--- config.mk ---
export PLATFORM = sky130hd
export DESIGN_NAME = fetch_unit
export DESIGN_NICKNAME = d
export VERILOG_FILES = /design/src/rtl/fetch_unit_pkg.sv /design/src/rtl/fetch_fifo.sv /design/src/rtl/fetch_unit.sv
export SDC_FILE = /design/constraint.sdc
export NUM_CORES = 1
export LEC_CHECK = 0
export CAP_MARGIN = 20
export CORE_MARGIN = 4
export CORE_UTILIZATION = 57
export DETAILED_ROUTE_END_ITERATION = 16
export MAX_ROUTING_LAYER = met4
export PLACE_DENSITY_LB_ADDON = 0.1
export SLEW_MARGIN = 20
export SYNTH_ARGS = -nofsm -noshare
export SYNTH_HDL_FRONTEND = slang
export SYNTH_SLANG_ARGS = --single-unit
--- constraint.sdc ---
create_clock -name clk -period 4.1 [get_ports clk]
set_input_delay 0.41 -clock clk [delete_from_list [all_inputs] [get_ports clk]]
set_output_delay 0.41 -clock clk [all_outputs]
set_load 0.05 [all_outputs]
--- src/rtl/fetch_unit_pkg.sv ---
// Shared definitions for the instruction fetch front end: opcode constants
// used by decode/control, the canonical NOP and the fetch FSM encoding.
package fetch_unit_pkg;

  // Major opcodes (instr[6:0]) shared with the control unit
  localparam logic [6:0] OP_ALU_R     = 7'b0110011;
  localparam logic [6:0] OP_ALU_I     = 7'b0010011;
  localparam logic [6:0] OP_BRANCH_EQ = 7'b1100011;
  localparam logic [6:0] OP_JUMP      = 7'b1101111;
  localparam logic [6:0] OP_LOAD      = 7'b0000011;
  localparam logic [6:0] OP_STORE     = 7'b0100011;

  // addi x0, x0, 0
  localparam logic [31:0] NOP_INSTR = 32'h0000_0013;

  // Fetch control states
  typedef enum logic [1:0] {
    ST_IDLE  = 2'd0,
    ST_FETCH = 2'd1,
    ST_DRAIN = 2'd2
  } fetch_state_e;

endpackage

--- src/rtl/fetch_fifo.sv ---
// Small synchronous FIFO with flush, occupancy count and full/empty flags.
// The head entry is presented combinationally from the storage registers.
module fetch_fifo #(
  parameter int WIDTH = 32,
  parameter int DEPTH = 2,
  localparam int AW = $clog2(DEPTH)
) (
  input  logic             clk,
  input  logic             rst,
  input  logic             flush,
  input  logic             push,
  input  logic [WIDTH-1:0] push_data,
  input  logic             pop,
  output logic [WIDTH-1:0] head_data,
  output logic [AW:0]      count,
  output logic             full,
  output logic             empty
);

  logic [WIDTH-1:0] mem_q [DEPTH];
  logic [WIDTH-1:0] mem_d [DEPTH];
  logic [AW-1:0]    wr_ptr_q, wr_ptr_d;
  logic [AW-1:0]    rd_ptr_q, rd_ptr_d;
  logic [AW:0]      count_q, count_d;
  logic             do_push_s;
  logic             do_pop_s;

  assign empty     = (count_q == '0);
  assign full      = (count_q == (AW+1)'(DEPTH));
  assign count     = count_q;
  assign head_data = mem_q[rd_ptr_q];

  // Next storage, pointers and count; a write into a full FIFO is only
  // accepted when the head leaves in the same cycle.
  always_comb begin
    mem_d    = mem_q;
    wr_ptr_d = wr_ptr_q;
    rd_ptr_d = rd_ptr_q;
    count_d  = count_q;
    do_pop_s  = pop && !empty;
    do_push_s = push && (!full || do_pop_s);
    if (flush) begin
      wr_ptr_d = '0;
      rd_ptr_d = '0;
      count_d  = '0;
    end else begin
      if (do_push_s) begin
        mem_d[wr_ptr_q] = push_data;
        wr_ptr_d        = wr_ptr_q + AW'(1);
      end else begin
        wr_ptr_d = wr_ptr_q;
      end
      if (do_pop_s) begin
        rd_ptr_d = rd_ptr_q + AW'(1);
      end else begin
        rd_ptr_d = rd_ptr_q;
      end
      count_d = count_q + (AW+1)'(do_push_s) - (AW+1)'(do_pop_s);
    end
  end

  // Storage and pointer registers with synchronous reset
  always_ff @(posedge clk) begin
    if (rst) begin
      for (int i = 0; i < DEPTH; i++) begin
        mem_q[i] <= '0;
      end
      wr_ptr_q <= '0;
      rd_ptr_q <= '0;
      count_q  <= '0;
    end else begin
      mem_q    <= mem_d;
      wr_ptr_q <= wr_ptr_d;
      rd_ptr_q <= rd_ptr_d;
      count_q  <= count_d;
    end
  end

endmodule

--- src/rtl/fetch_unit.sv ---
// Instruction fetch front end. Owns the PC, issues in-order requests under a
// credit limit (outstanding + buffered <= DEPTH), tags each request with its
// PC, and buffers responses for decode. A redirect flushes the buffer and
// discards every response belonging to requests issued before it.
module fetch_unit
  import fetch_unit_pkg::*;
#(
  parameter int              PC_W     = 32,
  parameter int              INSTR_W  = 32,
  parameter logic [PC_W-1:0] RESET_PC = {PC_W{1'b0}},
  parameter int              DEPTH    = 2
) (
  input  logic               clk,
  input  logic               rst,
  output logic               imem_req_valid,
  input  logic               imem_req_ready,
  output logic [PC_W-1:0]    imem_req_addr,
  input  logic               imem_rsp_valid,
  input  logic [INSTR_W-1:0] imem_rsp_data,
  input  logic               redirect_valid,
  input  logic [PC_W-1:0]    redirect_pc,
  output logic               if_valid,
  input  logic               if_ready,
  output logic [INSTR_W-1:0] if_instr,
  output logic [6:0]         if_opcode,
  output logic [PC_W-1:0]    if_pc
);

  localparam int CW = $clog2(DEPTH) + 1;

  fetch_state_e         state_q, state_d;
  logic [PC_W-1:0]      pc_q, pc_d;
  logic [CW-1:0]        drop_q, drop_d;

  logic [CW-1:0]        tag_count_s;
  logic                 tag_full_s;
  logic                 tag_empty_s;
  logic [PC_W-1:0]      tag_head_s;

  logic [CW-1:0]        data_count_s;
  logic                 data_full_s;
  logic                 data_empty_s;
  logic [INSTR_W+PC_W-1:0] data_head_s;

  logic [CW:0]          credit_sum_s;
  logic                 req_valid_s;
  logic                 req_fire_s;
  logic                 rsp_s;
  logic                 push_s;
  logic                 pop_s;
  logic [CW-1:0]        outstanding_next_s;
  logic [PC_W-1:0]      redirect_tgt_s;

  // Tag queue: one entry per request in flight; its occupancy is the
  // outstanding count. Every response pops one tag, stale or not, so the
  // queue stays aligned with the memory's in-order return stream.
  fetch_fifo #(
    .WIDTH (PC_W),
    .DEPTH (DEPTH)
  ) u_tag_fifo (
    .clk       (clk),
    .rst       (rst),
    .flush     (1'b0),
    .push      (req_fire_s),
    .push_data (pc_q),
    .pop       (rsp_s),
    .head_data (tag_head_s),
    .count     (tag_count_s),
    .full      (tag_full_s),
    .empty     (tag_empty_s)
  );

  // Instruction buffer toward decode: {instruction, pc}
  fetch_fifo #(
    .WIDTH (INSTR_W + PC_W),
    .DEPTH (DEPTH)
  ) u_data_fifo (
    .clk       (clk),
    .rst       (rst),
    .flush     (redirect_valid),
    .push      (push_s),
    .push_data ({imem_rsp_data, tag_head_s}),
    .pop       (pop_s),
    .head_data (data_head_s),
    .count     (data_count_s),
    .full      (data_full_s),
    .empty     (data_empty_s)
  );

  assign redirect_tgt_s = redirect_pc & ~PC_W'(3);

  // FSM state register plus PC and drop counter
  always_ff @(posedge clk) begin
    if (rst) begin
      state_q <= ST_IDLE;
      pc_q    <= RESET_PC;
      drop_q  <= '0;
    end else begin
      state_q <= state_d;
      pc_q    <= pc_d;
      drop_q  <= drop_d;
    end
  end

  // Next state: redirect overrides everything; stale requests still in
  // flight after the redirect cycle's accounting become the drop count.
  always_comb begin
    state_d = state_q;
    pc_d    = pc_q;
    drop_d  = drop_q;
    if (redirect_valid) begin
      pc_d   = redirect_tgt_s;
      drop_d = outstanding_next_s;
      if (outstanding_next_s == '0) begin
        state_d = ST_FETCH;
      end else begin
        state_d = ST_DRAIN;
      end
    end else begin
      case (state_q)
        ST_IDLE: begin
          state_d = ST_FETCH;
        end
        ST_FETCH: begin
          if (req_fire_s) begin
            pc_d = pc_q + PC_W'(4);
          end else begin
            pc_d = pc_q;
          end
        end
        ST_DRAIN: begin
          if (drop_q == '0) begin
            state_d = ST_FETCH;
          end else if (rsp_s) begin
            drop_d = drop_q - CW'(1);
          end else begin
            drop_d = drop_q;
          end
        end
        default: begin
          state_d = ST_IDLE;
        end
      endcase
    end
  end

  // Per-cycle controls: request credit check, response routing, decode pop
  always_comb begin
    credit_sum_s = {1'b0, tag_count_s} + {1'b0, data_count_s};
    if ((state_q == ST_FETCH) && (credit_sum_s < (CW+1)'(DEPTH)) &&
        !tag_full_s && !data_full_s) begin
      req_valid_s = 1'b1;
    end else begin
      req_valid_s = 1'b0;
    end
    req_fire_s = req_valid_s && imem_req_ready;
    rsp_s      = imem_rsp_valid && !tag_empty_s;
    if ((state_q == ST_FETCH) && rsp_s && !redirect_valid) begin
      push_s = 1'b1;
    end else begin
      push_s = 1'b0;
    end
    pop_s = !data_empty_s && if_ready && !redirect_valid;
    outstanding_next_s = tag_count_s + CW'(req_fire_s) - CW'(rsp_s);
  end

  // Decode-side view of the buffer head; zero whenever nothing is valid
  always_comb begin
    if_valid = !data_empty_s;
    if (!data_empty_s) begin
      if_instr = data_head_s[INSTR_W+PC_W-1:PC_W];
      if_pc    = data_head_s[PC_W-1:0];
    end else begin
      if_instr = '0;
      if_pc    = '0;
    end
    if_opcode = if_instr[6:0];
  end

  assign imem_req_valid = req_valid_s;
  assign imem_req_addr  = pc_q;

endmodule

==> flow_summary.ini, run 1 <==
[run_status]
status = completed

[clocking]
cts.path.max_buffers = 3
hold_buffers = 0
cts_tree = built
cts_setup_buffers = 0
postCtsResizedCells = 0
clock_latency_ns = 0.50
clockRootBuffer = sky130_fd_sc_hd__clkbuf_16
cts_buffers = 23
clkTransAtPathRegs_ns = 0.06
depth_of_the_cts_h_tree = 1
clock_sink_count = 226

[route]
remaining_drc_errors = 0
drt_iter0_markers = 459
met2_length_mm = 11.7
drt-met1-wl_mm = 11.2
average_via_count_per_standard_cell = 5.42
met3WireLength_mm = 1.17
detailedRoute.firstPassIterationCount = 5
routed-via-count = 8575
top_layer = met4
antenna_left = 0
wirelength_mm = 24.5
routedWlPerCell_um = 15.5

[final_layout]
area_delta_synth_final_pct = 24.4
final_net_count = 1421
share_of_post_route_cells_with_drive_strength_above_1 = 0.0501
finish.instance_area_um2 = 12500
insertedDiodeCount = 0
top_library_cells_by_usage_in_the_layout_fill_and_taps_aside = 270 x sky130_fd_sc_hd__nand2_1, 224 x sky130_fd_sc_hd__dfxtp_1, 166 x sky130_fd_sc_hd__clkdlybuf4s50_1
layout_commonest_cell = sky130_fd_sc_hd__nand2_1

[place]
post-dp-hpwl_mm = 15.5
port-buffer-count = 168
routabilityCongestion = 0.841
place_area_um2 = 11700

[job]
timing.max_cap.violations = 0

[floorplan]
std_cell_rows = 48
ios = 175
die_area_um2 = 19800
core-area_um2 = 17300
x_dimension_of_the_die_um = 141
dieHeight_um = 141
initial_utilization = 0.581

[synthesis]
yosys-top-cells-area = sky130_fd_sc_hd__dfxtp_1 45%, sky130_fd_sc_hd__nand2_1 10%, sky130_fd_sc_hd__mux2i_1 9.3%, sky130_fd_sc_hd__a21oi_1 7.6%, sky130_fd_sc_hd__nor2_1 5.2%
postSynthRegisterBits = 226
synth.yosys.seq_area_share = 0.450
yosysWarningCount = 0
synthDominantAreaCellType = sky130_fd_sc_hd__dfxtp_1
avgSynthCellArea_um2 = 8.11
synth-main-ff-cell = sky130_fd_sc_hd__dfxtp_1
synthDominantCellAreaShare = 0.450
synthesis.instances = 1240
post_synth_num_cell_types = 46
synth_edf_count = 0
synthesis.area_um2 = 10100
asyncSetResetFlopFracSynth = 0

[setup_path]
reg2reg_to = imem_req_addr[30]
end_kind = primary output
worst-setup-path-type = reg2out
critical_path_arrival_ns = 2.94
crit_required_ns = 3.69
critPathMaxFanout = 4
r2r_setup_slack_ns = 0.91
setup.worst_path.start = u_data_fifo.count[0]
rr_startpoint = u_data_fifo.count[0]
crit_path_start_kind = register
rr_worst_depth = 9

[worst_hold_path]
holdCritPathClass = reg2reg
worstHoldEndpoint = u_tag_fifo.mem_q[63]
hold_sp = u_tag_fifo.mem_q[63]
holdPathStages = 2

[timing]
hold_viol_final = 0
totalNegativeSetupSlack_ns = 0
final-setup-viol-count = 0
setup_repair_after_global_routing_missed_its_margin = false
slew_headroom = 0.299
clock.fmax_mhz = 299
report.final.slew_viol_count = 0
worst_pin_slew_ns = 1.05
timing.clock.skew_ns = 0.0226
finalCritPeriodShare = 0.817
fin_crit_ns = 3.35

[power]
max-vdd-ir-drop_v = 0.000301
power.leakage_nw = 4.08
power.density_nw_per_um2 = 441

[global_routing]
grt_usage = 0.245
number_of_global_route_vias_before_repair = 7990
number_of_antenna_violations_at_the_first_check_in_global_routing = 0
overflow = 0
grt_max_degree = 119
grt_first_pass_wirelength_mm = 39.9
## power by group
group	switching, mW	leakage (nW)	internal, mW
logic	0.538	1.87	0.372
registers	0.169	1.83	2.32
clock network	0.822	0.382	1.29
## critical path: stages (launching register included)
cell and delay, ns:
sky130_fd_sc_hd__dfxtp_1 0.41, sky130_fd_sc_hd__inv_1 0.09, sky130_fd_sc_hd__nor2_1 0.13, sky130_fd_sc_hd__fa_1 0.46
sky130_fd_sc_hd__nor4b_4 0.35, sky130_fd_sc_hd__and3_1 0.19, sky130_fd_sc_hd__clkdlybuf4s50_1 0.82
## logic make-up after synthesis
| logic type | after synthesis | synth area share |
|---|---|---|
| AO/OA/AOI/OAI | 252 | 0.150 |
| adder cells (fa/ha/maj) | 8 | 0.0107 |
| buffers and inverters | 143 | 0.0612 |
| flip-flops | 226 | 0.450 |
| AND/OR/NAND/NOR | 483 | 0.206 |
| multiplexers | 94 | 0.0937 |
| XOR/XNOR | 33 | 0.0287 |
| other | 1 | 0.000373 |
## flip-flops by register name, summed over array words and instances (netlist names)
register / count
u_data_fifo.count: 2
u_data_fifo.wr_ptr_q: 1
u_data_fifo.rd_ptr_q: 1
drop_q: 2
imem_req_addr: 30
u_tag_fifo.wr_ptr_q: 1
u_data_fifo.mem_q: 124
u_tag_fifo.rd_ptr_q: 1
u_tag_fifo.count: 2
u_tag_fifo.mem_q: 60
state_q: 2
## area by class of cell
| type | count | area, um2 |
|---|---|---|
| multi-input combinational | 874 | 4950 |
| sequential | 226 | 4530 |
| tap | 225 | 282 |
| timing repair buffer | 184 | 1850 |
| fill | 1449 | 4790 |
| inverter | 34 | 129 |
| clock buffer | 35 | 701 |
| clock inverter | 4 | 70.1 |
## Yosys cell counts (2+ instances only)
| cell | n |
|---|---|
| sky130_fd_sc_hd__nand3_1 | 13 |
| sky130_fd_sc_hd__xnor2_1 | 18 |
| sky130_fd_sc_hd__inv_1 | 33 |
| sky130_fd_sc_hd__nor2b_1 | 5 |
| sky130_fd_sc_hd__o21a_1 | 23 |
| sky130_fd_sc_hd__buf_1 | 7 |
| sky130_fd_sc_hd__nor2_1 | 139 |
| sky130_fd_sc_hd__and3_1 | 7 |
| sky130_fd_sc_hd__nand2_1 | 270 |
| sky130_fd_sc_hd__o31a_1 | 2 |
| sky130_fd_sc_hd__ha_1 | 7 |
| sky130_fd_sc_hd__xor2_1 | 15 |
| sky130_fd_sc_hd__and2_1 | 5 |
| sky130_fd_sc_hd__a22o_1 | 2 |
| sky130_fd_sc_hd__nand4_4 | 2 |
| sky130_fd_sc_hd__buf_4 | 15 |
| sky130_fd_sc_hd__buf_2 | 17 |
| sky130_fd_sc_hd__nand4_1 | 11 |
| sky130_fd_sc_hd__nand2b_1 | 7 |
| sky130_fd_sc_hd__a211oi_1 | 62 |
| sky130_fd_sc_hd__clkbuf_1 | 70 |
| sky130_fd_sc_hd__nor3_1 | 3 |
| sky130_fd_sc_hd__mux2i_1 | 93 |
| sky130_fd_sc_hd__a21oi_1 | 153 |
| sky130_fd_sc_hd__dfxtp_1 | 226 |
| sky130_fd_sc_hd__a21o_1 | 2 |
| sky130_fd_sc_hd__and4_1 | 5 |
| sky130_fd_sc_hd__nor4_1 | 7 |
| sky130_fd_sc_hd__o21ai_0 | 4 |
## per-layer routing
layer,up-vias,GRT usage
li1,4348,-
met1,3973,0.325
met2,218,0.412
met3,36,0.0258
met4,0,0.0464
met5,-,-
## per-stage QoR
stage / power [mW] / std cells / setup slack [ns] / hold slack, ns / util
finish: 5.52 / 1582 / 0.750 / 0.453 / 0.723
detailed placement: 3.45 / 1543 / 0.922 / 0.446 / 0.679
floorplan: 3.15 / 1243 / 1.47 / 0.436 / -
CTS: 5.56 / 1582 / 0.722 / 0.428 / 0.723
global route: 5.75 / 1582 / 0.605 / 0.454 / 0.723
global placement: 3.43 / 1543 / 1.00 / 0.441 / 0.679
## how the worst max path moves through the flow
stage / to / slack (ns) / cells past startpoint
global route: imem_req_valid / 0.61 / 6
detailed placement: imem_req_addr[30] / 0.92 / 9
floorplan: if_opcode[1] / 1.47 / 5
CTS: imem_req_valid / 0.72 / 6
global placement: imem_req_addr[30] / 1.00 / 9
finish: imem_req_valid / 0.75 / 6
(Power assumes the default switching activity.)
==> run 2, diff against run 1 <==
--- a/config.mk
+++ b/config.mk
@@ -7,7 +7,7 @@
 export LEC_CHECK = 0
 export CAP_MARGIN = 20
 export CORE_MARGIN = 4
-export CORE_UTILIZATION = 57
+export CORE_UTILIZATION = 53
 export DETAILED_ROUTE_END_ITERATION = 16
 export MAX_ROUTING_LAYER = met4
 export PLACE_DENSITY_LB_ADDON = 0.1
==> constraint.sdc (replaced) <==
create_clock -name clk -period 3.1 [get_ports clk]
set_input_delay 0.31 -clock clk [delete_from_list [all_inputs] [get_ports clk]]
set_output_delay 0.31 -clock clk [all_outputs]
set_load 0.05 [all_outputs]
==> run 2 against run 1 <==
Clock power rose by 47%. Routed wire length rose by 2.1%. Core utilization fell by 4.4 points. Die area rose by 7.1%. Sequential power rose by 33%. Clock skew fell by 0.0098 ns. Critical path type unchanged. Critical path depth fell by 2. Global-route usage fell by 1.3 points. Worst setup slack got worse by 0.46 ns. Final area rose by 1.6%.
==> flow_summary.ini, run 2 (synthesis results as in run 1) <==
[global_routing]
grt_first_pass_wirelength_mm = 40.7
grt_max_degree = 78
grt_usage = 0.232
overflow = 0
number_of_global_route_vias_before_repair = 8004
number_of_antenna_violations_at_the_first_check_in_global_routing = 0

[final_layout]
final.fill_count = 1576
insertedDiodeCount = 0
largest_reg_flops = 124
multi_input_area_um2 = 4950
finalCoreUtilization = 0.679
top_library_cells_by_usage_in_the_layout_fill_and_taps_aside = 270 x sky130_fd_sc_hd__nand2_1, 224 x sky130_fd_sc_hd__dfxtp_1, 165 x sky130_fd_sc_hd__clkdlybuf4s50_1
area.sequential_um2 = 4530
share_of_post_route_cells_with_drive_strength_above_1 = 0.0599
final_net_count = 1430
largest_register = u_data_fifo.mem_q
layout_commonest_cell = sky130_fd_sc_hd__nand2_1
area_delta_synth_final_pct = 26.3

[timing]
fin_crit_ns = 2.81
timing.clock.skew_ns = 0.0128
hold_viol_final = 0
finalCritPeriodShare = 0.907
setup_repair_after_global_routing_missed_its_margin = false
totalNegativeSetupSlack_ns = 0
worst_pin_slew_ns = 1.06
final-setup-viol-count = 0
report.final.slew_viol_count = 0
clock.fmax_mhz = 356
slew_headroom = 0.290

[job]
timing.max_cap.violations = 0

[route]
remaining_drc_errors = 0
average_via_count_per_standard_cell = 5.39
drt_iter0_markers = 517
routed-via-count = 8647
wirelength_mm = 25.0
detailedRoute.firstPassIterationCount = 4
antenna_left = 0
routedWlPerCell_um = 15.6

[setup_path]
slowest_delay_ns = 0.84
setup.worst_path.start = u_data_fifo.rd_ptr_q
sequence_of_cells_on_the_critical_path = buf_12 -> mux2i_1 -> nor2_1 -> clkdlybuf4s50_1
crit_path_start_kind = register
worst-setup-path-type = reg2out
crit_required_ns = 2.79
critPathMaxFanout = 26
r2r_setup_slack_ns = 0.39
rr_startpoint = u_data_fifo.count[0]
rr_worst_depth = 9
crit_slowest_cell = sky130_fd_sc_hd__clkdlybuf4s50_1
end_kind = primary output
critical_path_arrival_ns = 2.50
capturing_element_of_the_worst_setup_path = if_opcode[4]
reg2reg_to = imem_req_addr[27]

[floorplan]
core-area_um2 = 18700
die_area_um2 = 21200
initial_utilization = 0.538
ios = 175
x_dimension_of_the_die_um = 146
std_cell_rows = 50
dieHeight_um = 146

[power]
power_switching_mw = 2.10
power.density_nw_per_um2 = 602
max-vdd-ir-drop_v = 0.000487
pwr-share-clk = 0.408
power.switching_fraction = 0.275
seq_power_share = 0.433
power.leakage_nw = 4.17
cellInternalPower_mw = 5.54
pwr-share-comb = 0.160

[place]
port-buffer-count = 168
routabilityCongestion = 0.810
post-dp-hpwl_mm = 16.3

[clocking]
depth_of_the_cts_h_tree = 1
clockRootBuffer = sky130_fd_sc_hd__clkbuf_16
clkTransAtPathRegs_ns = 0.06
cts_setup_buffers = 0
clock_sink_count = 226
cts_buffers = 24
hold_buffers = 0
clock_latency_ns = 0.51
postCtsResizedCells = 0
cts.path.max_buffers = 3
cts_tree = built

[worst_hold_path]
holdCritPathClass = in2reg
hold_sp = rst

[run_status]
status = completed
run 2: cell count changes in the layout (fill, tap and decap cells not counted):
cell / previous run / this run
sky130_fd_sc_hd__clkbuf_8: 8 / 6
sky130_fd_sc_hd__clkinv_4: 0 / 1
sky130_fd_sc_hd__clkinv_2: 3 / 4
sky130_fd_sc_hd__clkinv_8: 0 / 1
sky130_fd_sc_hd__clkdlybuf4s50_1: 166 / 165
sky130_fd_sc_hd__buf_12: 4 / 5
sky130_fd_sc_hd__buf_4: 12 / 20
sky130_fd_sc_hd__clkbuf_16: 23 / 25
sky130_fd_sc_hd__bufinv_16: 2 / 4
run 2: final cells by class:
type	instances	share of cell area
clock inverter	9	0.0126
multi-input combinational	874	0.390
inverter	34	0.0101
clock buffer	35	0.0569
tap	234	0.0231
timing repair buffer	192	0.151
sequential	226	0.357
run 2: worst min-delay path by stage:
stage                                       to  slack (ns)  depth (start not counted)
after floorplan              imem_req_addr[31]        0.43                          2
after global placement    u_tag_fifo.mem_q[53]        0.44                          2
after detailed placement  u_tag_fifo.mem_q[27]        0.45                          2
after CTS                     imem_req_addr[2]        0.23                          2
after global routing          imem_req_addr[3]        0.28                          2
final                         imem_req_addr[2]        0.24                          2
run 2: critical path, delay by kind of cell (launching register included):
family                 cells  cell delay [ns]
and+or+nand+nor            1             0.16
DFF                        1             0.61
buffers and inverters      2             1.12
muxes                      1             0.10
run 2: through the flow:
stage	power [mW]	worst slack, ns	cells	hold slack, ns	instance area, um2
global placement	4.56	0.504	1560	0.440	11800
floorplan	4.16	0.471	1243	0.429	10100
global route	7.94	0.158	1604	0.275	12700
CTS	7.70	0.250	1604	0.230	12700
finish	7.64	0.288	1604	0.241	12700
detailed placement	4.58	0.407	1560	0.446	11800
run 2: metal layers:
layer	vias to the layer above	wire length, um	global-route usage
met5	-	0	-
met4	0	440	0.0622
met3	29	1300	0.0283
met2	229	12000	0.373
met1	4017	11200	0.311
li1	4372	-	-
run 2: power by group through the flow:
stage	Clock [mW]	Sequential, mW	Combinational [mW]
global placement	0	3.36	1.20
global route	3.28	3.33	1.32
CTS	3.17	3.30	1.22
floorplan	0	3.34	0.820
detailed placement	0	3.36	1.22
finish	3.11	3.31	1.22
